==> config.mk <==
export PLATFORM = sky130hd
export DESIGN_NAME = wb_arbiter_rr
export DESIGN_NICKNAME = d
export VERILOG_FILES = /design/src/rtl/wb_arb_pkg.sv /design/src/rtl/wb_rr_pick.sv /design/src/rtl/wb_arbiter_rr.sv
export SDC_FILE = /design/constraint.sdc
export NUM_CORES = 1
export LEC_CHECK = 0
export CELL_PAD_IN_SITES_DETAIL_PLACEMENT = 1
export CELL_PAD_IN_SITES_GLOBAL_PLACEMENT = 1
export CORE_AREA = 2 2 182 184
export DETAILED_ROUTE_END_ITERATION = 10
export DIE_AREA = 0 0 184 186
export DONT_BUFFER_PORTS = 1
export PLACE_DENSITY_LB_ADDON = 0.1
export SYNTH_ARGS = -nofsm -noshare
export SYNTH_HDL_FRONTEND = slang
export SYNTH_SLANG_ARGS = --single-unit
==> constraint.sdc <==
create_clock -name wb_clk_i -period 6.1 [get_ports wb_clk_i]
set_input_delay 1.22 -clock wb_clk_i [delete_from_list [all_inputs] [get_ports wb_clk_i]]
set_output_delay 1.22 -clock wb_clk_i [all_outputs]
set_load 0.02 [all_outputs]
==> src/rtl/wb_arb_pkg.sv <==
`timescale 1ns/1ps
// Shared encodings for the round-robin Wishbone B4 arbiter: cycle/burst types
// and the arbiter state machine.
package wb_arb_pkg;

  localparam logic [2:0] CTI_CLASSIC     = 3'b000;
  localparam logic [2:0] CTI_CONST_BURST = 3'b001;
  localparam logic [2:0] CTI_INC_BURST   = 3'b010;
  localparam logic [2:0] CTI_END         = 3'b111;

  localparam logic [1:0] BTE_LINEAR = 2'b00;
  localparam logic [1:0] BTE_WRAP4  = 2'b01;
  localparam logic [1:0] BTE_WRAP8  = 2'b10;
  localparam logic [1:0] BTE_WRAP16 = 2'b11;

  typedef enum logic {
    ST_IDLE  = 1'b0,
    ST_OWNED = 1'b1
  } arb_state_t;

endpackage

==> src/rtl/wb_rr_pick.sv <==
`timescale 1ns/1ps
// Combinational round-robin picker: the search starts one past the previous
// owner and wraps, so the most recent owner has the lowest priority.
module wb_rr_pick
  import wb_arb_pkg::*;
#(
  parameter int NUM_MASTERS = 4,
  parameter int IW          = $clog2(NUM_MASTERS)
) (
  input  logic [NUM_MASTERS-1:0] req,
  input  logic [IW-1:0]          last,
  output logic [NUM_MASTERS-1:0] gnt,
  output logic [IW-1:0]          idx
);

  always_comb begin
    int          cand;
    logic [IW-1:0] c;
    logic        found;
    // NOTE: every variable gets a default before any branch so no latch is inferred.
    gnt   = '0;
    idx   = '0;
    found = 1'b0;
    cand  = 0;
    c     = '0;
    for (int i = 1; i <= NUM_MASTERS; i++) begin
      cand = int'(last) + i;
      if (cand >= NUM_MASTERS) cand = cand - NUM_MASTERS;
      c = IW'(cand);
      if (!found && req[c]) begin
        found  = 1'b1;
        gnt[c] = 1'b1;
        idx    = c;
      end
    end
  end

endmodule

==> src/rtl/wb_arbiter_rr.sv <==
`timescale 1ns/1ps
// Round-robin Wishbone B4 arbiter: grants one master the slave port for its whole
// cyc envelope, with a per-access watchdog that errors out stalled slaves.
module wb_arbiter_rr
  import wb_arb_pkg::*;
#(
  parameter int NUM_MASTERS = 4,
  parameter int aw          = 32,
  parameter int dw          = 32,
  parameter int TIMEOUT     = 255
) (
  input  logic                        wb_clk_i,
  input  logic                        wb_rst_i,
  input  logic [NUM_MASTERS*aw-1:0]   wbm_adr_i,
  input  logic [NUM_MASTERS*dw-1:0]   wbm_dat_i,
  input  logic [NUM_MASTERS*dw/8-1:0] wbm_sel_i,
  input  logic [NUM_MASTERS-1:0]      wbm_we_i,
  input  logic [NUM_MASTERS-1:0]      wbm_cyc_i,
  input  logic [NUM_MASTERS-1:0]      wbm_stb_i,
  input  logic [NUM_MASTERS*3-1:0]    wbm_cti_i,
  input  logic [NUM_MASTERS*2-1:0]    wbm_bte_i,
  output logic [dw-1:0]               wbm_dat_o,
  output logic [NUM_MASTERS-1:0]      wbm_ack_o,
  output logic [NUM_MASTERS-1:0]      wbm_err_o,
  output logic [NUM_MASTERS-1:0]      wbm_rty_o,
  output logic [aw-1:0]               wbs_adr_o,
  output logic [dw-1:0]               wbs_dat_o,
  output logic [dw/8-1:0]             wbs_sel_o,
  output logic                        wbs_we_o,
  output logic                        wbs_cyc_o,
  output logic                        wbs_stb_o,
  output logic [2:0]                  wbs_cti_o,
  output logic [1:0]                  wbs_bte_o,
  input  logic [dw-1:0]               wbs_dat_i,
  input  logic                        wbs_ack_i,
  input  logic                        wbs_err_i,
  input  logic                        wbs_rty_i,
  output logic [NUM_MASTERS-1:0]      grant_o,
  output logic                        timeout_o
);

  localparam int IW  = $clog2(NUM_MASTERS);
  localparam int SW  = dw / 8;
  localparam int WCW = (TIMEOUT < 2) ? 1 : $clog2(TIMEOUT + 1);

  logic [aw-1:0] adr_a [NUM_MASTERS];
  logic [dw-1:0] dat_a [NUM_MASTERS];
  logic [SW-1:0] sel_a [NUM_MASTERS];
  logic [2:0]    cti_a [NUM_MASTERS];
  logic [1:0]    bte_a [NUM_MASTERS];

  for (genvar m = 0; m < NUM_MASTERS; m++) begin : g_split
    assign adr_a[m] = wbm_adr_i[m*aw +: aw];
    assign dat_a[m] = wbm_dat_i[m*dw +: dw];
    assign sel_a[m] = wbm_sel_i[m*SW +: SW];
    assign cti_a[m] = wbm_cti_i[m*3 +: 3];
    assign bte_a[m] = wbm_bte_i[m*2 +: 2];
  end

  arb_state_t             state, state_nxt;
  logic [IW-1:0]          owner, last, pick_idx;
  logic [NUM_MASTERS-1:0] pick_gnt, grant_q;
  logic [WCW-1:0]         wcnt;
  logic                   owned, own_cyc, own_stb, term, expire, timeout_q;

  wb_rr_pick #(.NUM_MASTERS(NUM_MASTERS), .IW(IW)) u_pick (
    .req  (wbm_cyc_i),
    .last (last),
    .gnt  (pick_gnt),
    .idx  (pick_idx)
  );

  assign owned   = (state == ST_OWNED);
  assign own_cyc = owned & wbm_cyc_i[owner];
  assign own_stb = owned & wbm_stb_i[owner];
  assign term    = wbs_ack_i | wbs_err_i | wbs_rty_i;
  // A slave termination in the expiry cycle beats the watchdog.
  assign expire  = (TIMEOUT != 0) && own_stb && !term && (wcnt == WCW'(TIMEOUT));

  always_comb begin
    state_nxt = state;
    case (state)
      ST_IDLE:  if (|wbm_cyc_i) state_nxt = ST_OWNED;
      ST_OWNED: if (!own_cyc)   state_nxt = ST_IDLE;
      default:  state_nxt = ST_IDLE;
    endcase
  end

  // NOTE: state registers use non-blocking assignments so every flop samples pre-edge values.
  always_ff @(posedge wb_clk_i or negedge wb_rst_i) begin
    if (!wb_rst_i) begin
      state     <= ST_IDLE;
      owner     <= '0;
      grant_q   <= '0;
      last      <= IW'(NUM_MASTERS - 1);
      wcnt      <= '0;
      timeout_q <= 1'b0;
    end else begin
      state     <= state_nxt;
      timeout_q <= expire;
      if (!owned && |wbm_cyc_i) begin
        owner   <= pick_idx;
        grant_q <= pick_gnt;
      end
      if (owned && !own_cyc) begin
        last    <= owner;
        grant_q <= '0;
      end
      if (!own_stb || term || expire) wcnt <= '0;
      else                            wcnt <= wcnt + 1'b1;
    end
  end

  always_comb begin
    wbs_adr_o = '0;
    wbs_dat_o = '0;
    wbs_sel_o = '0;
    wbs_we_o  = 1'b0;
    wbs_cyc_o = 1'b0;
    wbs_stb_o = 1'b0;
    wbs_cti_o = '0;
    wbs_bte_o = '0;
    wbm_ack_o = '0;
    wbm_err_o = '0;
    wbm_rty_o = '0;
    if (owned) begin
      wbs_adr_o        = adr_a[owner];
      wbs_dat_o        = dat_a[owner];
      wbs_sel_o        = sel_a[owner];
      wbs_we_o         = wbm_we_i[owner];
      wbs_cti_o        = cti_a[owner];
      wbs_bte_o        = bte_a[owner];
      wbs_cyc_o        = own_cyc;
      wbs_stb_o        = own_stb & ~expire;
      wbm_ack_o[owner] = wbs_ack_i;
      wbm_err_o[owner] = wbs_err_i | expire;
      wbm_rty_o[owner] = wbs_rty_i;
    end
  end

  assign wbm_dat_o = wbs_dat_i;
  assign grant_o   = grant_q;
  assign timeout_o = timeout_q;

endmodule

==> impl.org <==
** Power
- Of the total power, the share spent switching nets is 0.561.
- Sequential Power Share :: 0.155
- Leakage power summed over all cells :: 1.23 nW
- Pwr Density :: 547 nW/um2
- Switching power summed over all nets :: between 0.001 and 0.0015 W
- Maximum resistive drop on vdd :: 0.132 mV
- Of the total power, combinational logic draws 0.780.
- Clock power frac :: 0.065
- The internal portion of the total power is 0.000981 W.

** Floorplan
- The die covers 34200 um2.
- Floorplan row count :: 66
- For this configuration, the core starts out at a cell density of 0.119.
- From left edge to right edge, the die measures approximately 180 um.
- Die Y-Extent :: 186 um
- IO Pins :: 466
- Area of the core :: between 30000 and 40000 um2

** Synthesis
- Cell area after synthesis :: approximately 3800 um2
- In the post-synthesis netlist, the biggest area contributors are sky130_fd_sc_hd__mux4_2, sky130_fd_sc_hd__and2_1, sky130_fd_sc_hd__dfrtp_1, sky130_fd_sc_hd__buf_4, sky130_fd_sc_hd__ha_1.
- The number of nets in the synthesized netlist is 694.
- Of the post-synthesis cell area, the dominant cell type holds 0.465.
- Most instantiated flip-flop cell in the synthesis netlist :: sky130_fd_sc_hd__dfrtp_1
- Library cell with the largest summed area after synthesis :: sky130_fd_sc_hd__mux4_2
- Post-synthesis register bit count :: 18
- The synthesized design contains 0 enable-type register cells.
- The commonest cells after synthesis are sky130_fd_sc_hd__mux4_2, sky130_fd_sc_hd__and2_1, sky130_fd_sc_hd__buf_4, sky130_fd_sc_hd__clkbuf_1, sky130_fd_sc_hd__dfrtp_1.
- Counting flops with an async set or reset pin after synthesis yields a share of 1.00.
- By instance count, the leading cell after synthesis is sky130_fd_sc_hd__mux4_2.
- For this run, the number of Yosys warnings is 0.
- Mean Syn Cell Area :: 11.1 um2
- Synthesis produced approximately 340 cells.
- After synthesis, the netlist uses 43 different library cells.
- The share of the Yosys chip area taken by registers is 0.118.

** Place
- Timing analysis after detailed placement gives a worst setup slack of between 2 and 2.5 ns.
- # port buffers :: 0
- Final Wtd Congestion :: 0.835
- Hpwl dp :: about 16 mm

** STA
- Derived from the worst setup path, the maximum achievable clock frequency is 242 MHz.
- Total negative setup slack :: 0 ns
- In the post-route analysis, the smallest setup slack over all paths is about 2.0 ns.
- The number of slew-limit violations in the final report is 0.
- Setup Skew :: 0.00132 ns
- Rel. slew slack :: 0.328
- Tmin final :: 4.13 ns
- Setup violation total in the final timing report :: 0
- The number of hold violations in the final report is 0.
- Setup repair after global routing left no endpoint under its margin.
- Period utilization :: 0.676
- Worst Tran Pin Value :: 0.994 ns

** Worst setup path
- Data on the critical path is required at its endpoint by 4.88 ns.
- Of all nets on the critical path, the largest fanout is 47.
- STA classifies the critical path endpoint as an output port.
- The worst setup path is launched from a register.
- The worst register-to-register path ends at grant_o[2].
- Maximum cell stage delay along the critical path :: 0.84 ns
- Reg2Reg Depth :: 5
- Critical path class :: register to output port
- On the critical path, the stage with the largest delay is an instance of sky130_fd_sc_hd__dfrtp_4.
- Together, buffers and inverters on the worst path number 1.
- Reg-to-reg startpoint :: owner[0]
- Data arrives at the worst endpoint at 2.91 ns.
- Across all register-to-register paths, the minimum setup slack is 2.77 ns.
- Traced cell by cell, the critical path runs through buf_4 -> mux4_2 -> and2_1.
- Kind of cell with the highest combined delay on the critical path :: flip-flops

** GRT
- Global-route wire length before repair :: 24.3 mm
- After global routing the overflow that remains totals 0.
- Initial antenna violation count :: 6
- Entering global routing, the biggest net connects 53 pins.
- For this run, the total global-route usage over all layers was measured as 0.0951.
- The number of global-route vias before repair was 3282.

** Routing
- In the final routed layout, each cell accounts on average for 25.9 um.
- Remaining number of nets flagged by the antenna check after routing :: 0
- Number of optimization iterations in the first detailed-route pass :: 4
- After detailed routing, the total wire length is 18.1 mm.
- In this run, the number of DRC markers left after iteration 0 of detailed routing was 119.
- The routed layout has 2950 vias.
- For this run, design rule violations remaining after detail routing come to 0.
- Post-detailed-route via-to-cell ratio :: 4.23

** CTS
- Number of hold buffers added after cts :: 0
- Resized cells post-CTS :: 0
- Clock latency of the later-clocked register in the worst-skew pair :: 0.25 ns
- Reg clk slew, reported paths :: 0.05 ns
- The number of setup buffers added after CTS is 0.
- TritonCTS built the clock tree.
- Buffers inserted during clock tree synthesis total 3.
- In this run the clock root is driven by a sky130_fd_sc_hd__clkbuf_16.
- Sink count of the clock tree :: 18
- CTS H-Tree Depth :: 1
- The longest clock path from root to sink contains 2 buffers.

** Layout
- Layout net count :: 638
- Once layout is complete, the utilization of the core stands at 0.127.
- Ratio of cells with drive above 1 in the final layout :: 0.341
- Number of fill cells in the layout :: around 3700
- The area growth from synthesis to layout is 6.77%.
- In the final layout, the multi-input gates occupy 2960 um2.
- Storage element area :: 462 um2

** Run
- Number of violations of the max-capacitance limit :: 0

** Min path
- Worst hold path type :: register to register
- Counting instances, the worst hold path has a depth of 1.
- Hold EP :: wcnt[0]
- Startpoint of the most critical hold path :: wcnt[0]

** Run status
- Outcome :: complete, no violations
placed cells by master (no fill, tap or decap), types with 4 or more instances in the layout:
master,n
sky130_fd_sc_hd__xor2_1,4
sky130_fd_sc_hd__a221o_1,4
sky130_fd_sc_hd__a21oi_1,7
sky130_fd_sc_hd__a221oi_1,4
sky130_fd_sc_hd__nand2b_1,5
sky130_fd_sc_hd__nand2_1,9
sky130_fd_sc_hd__nor3_1,4
sky130_fd_sc_hd__ha_1,9
sky130_fd_sc_hd__nor2_1,15
sky130_fd_sc_hd__mux4_2,79
sky130_fd_sc_hd__and2_1,77
sky130_fd_sc_hd__dfrtp_1,13
sky130_fd_sc_hd__inv_1,9
sky130_fd_sc_hd__nand3b_1,4
stage by stage:
stage	std cells	hold slack, ns	power, W	instance area, um2
2_1_floorplan	344	0.448	0.00182	3820
3_3_place_gp	691	0.496	0.00214	3990
3_5_place_dp	691	0.499	0.00214	3990
4_1_cts	695	0.507	0.00229	4080
5_1_grt	697	0.564	0.00241	4080
6_report	698	0.499	0.00224	4080
worst max-delay path by stage:
stage                              end  startpoint  slack, ns  depth (start not counted)
after global routing         wbs_cyc_o    owner[0]       1.71                          3
final                        wbs_cyc_o    owner[0]       1.97                          3
after global placement    wbm_err_o[3]   wbs_err_i       2.18                          3
after floorplan           wbm_err_o[0]   wbs_err_i       2.46                          3
after detailed placement  wbs_bte_o[1]    owner[0]       2.14                          3
after CTS                 wbs_bte_o[1]    owner[0]       1.87                          3
final cells by class:
type	count	share of cell area
timing repair buffer	3	0.00552
sequential	18	0.113
antenna	3	0.00184
clock buffer	4	0.0218
inverter	9	0.00827
multi-input combinational	253	0.724
tap	408	0.125
power groups by stage:
stage                     registers, W  logic, W  clock network [W]
after floorplan               0.000193   0.00163                  0
after global placement        0.000354   0.00178                  0
after detailed placement      0.000364   0.00178                  0
after CTS                     0.000361   0.00178           0.000152
after global routing          0.000374   0.00187           0.000156
final                         0.000347   0.00174           0.000145
cell families (layout without fill, tap and decap cells):
family	Yosys count	after routing	synth area share
flops	18	18	0.118
fa+ha+maj	9	9	0.0295
simple gates	131	131	0.201
compound gates	25	25	0.0510
buf+inv	73	16	0.108
xor+xnor	5	5	0.0115
other cells	0	3	0
mux	83	83	0.481
worst register-to-register path, cell delays in order (launching register included):
cell and delay (ns):
sky130_fd_sc_hd__dfrtp_4 0.84, sky130_fd_sc_hd__buf_4 0.85, sky130_fd_sc_hd__mux4_2 0.69, sky130_fd_sc_hd__nand2b_1 0.22, sky130_fd_sc_hd__and2_1 0.25, sky130_fd_sc_hd__a221o_1 0.36
routing by layer:
metal	global-route usage	vias up	routed length, um
li1	-	1178	-
met4	0.0208	8	271
met2	0.158	215	9220
met5	0	-	40
met3	0.0335	18	1630
met1	0.119	1531	6920
flip-flops by register name (all words and copies together) (netlist names):
name       count
wcnt           8
grant_o        4
last           2
owner          2
owned          1
timeout_o      1
(Power assumes the default switching activity.)
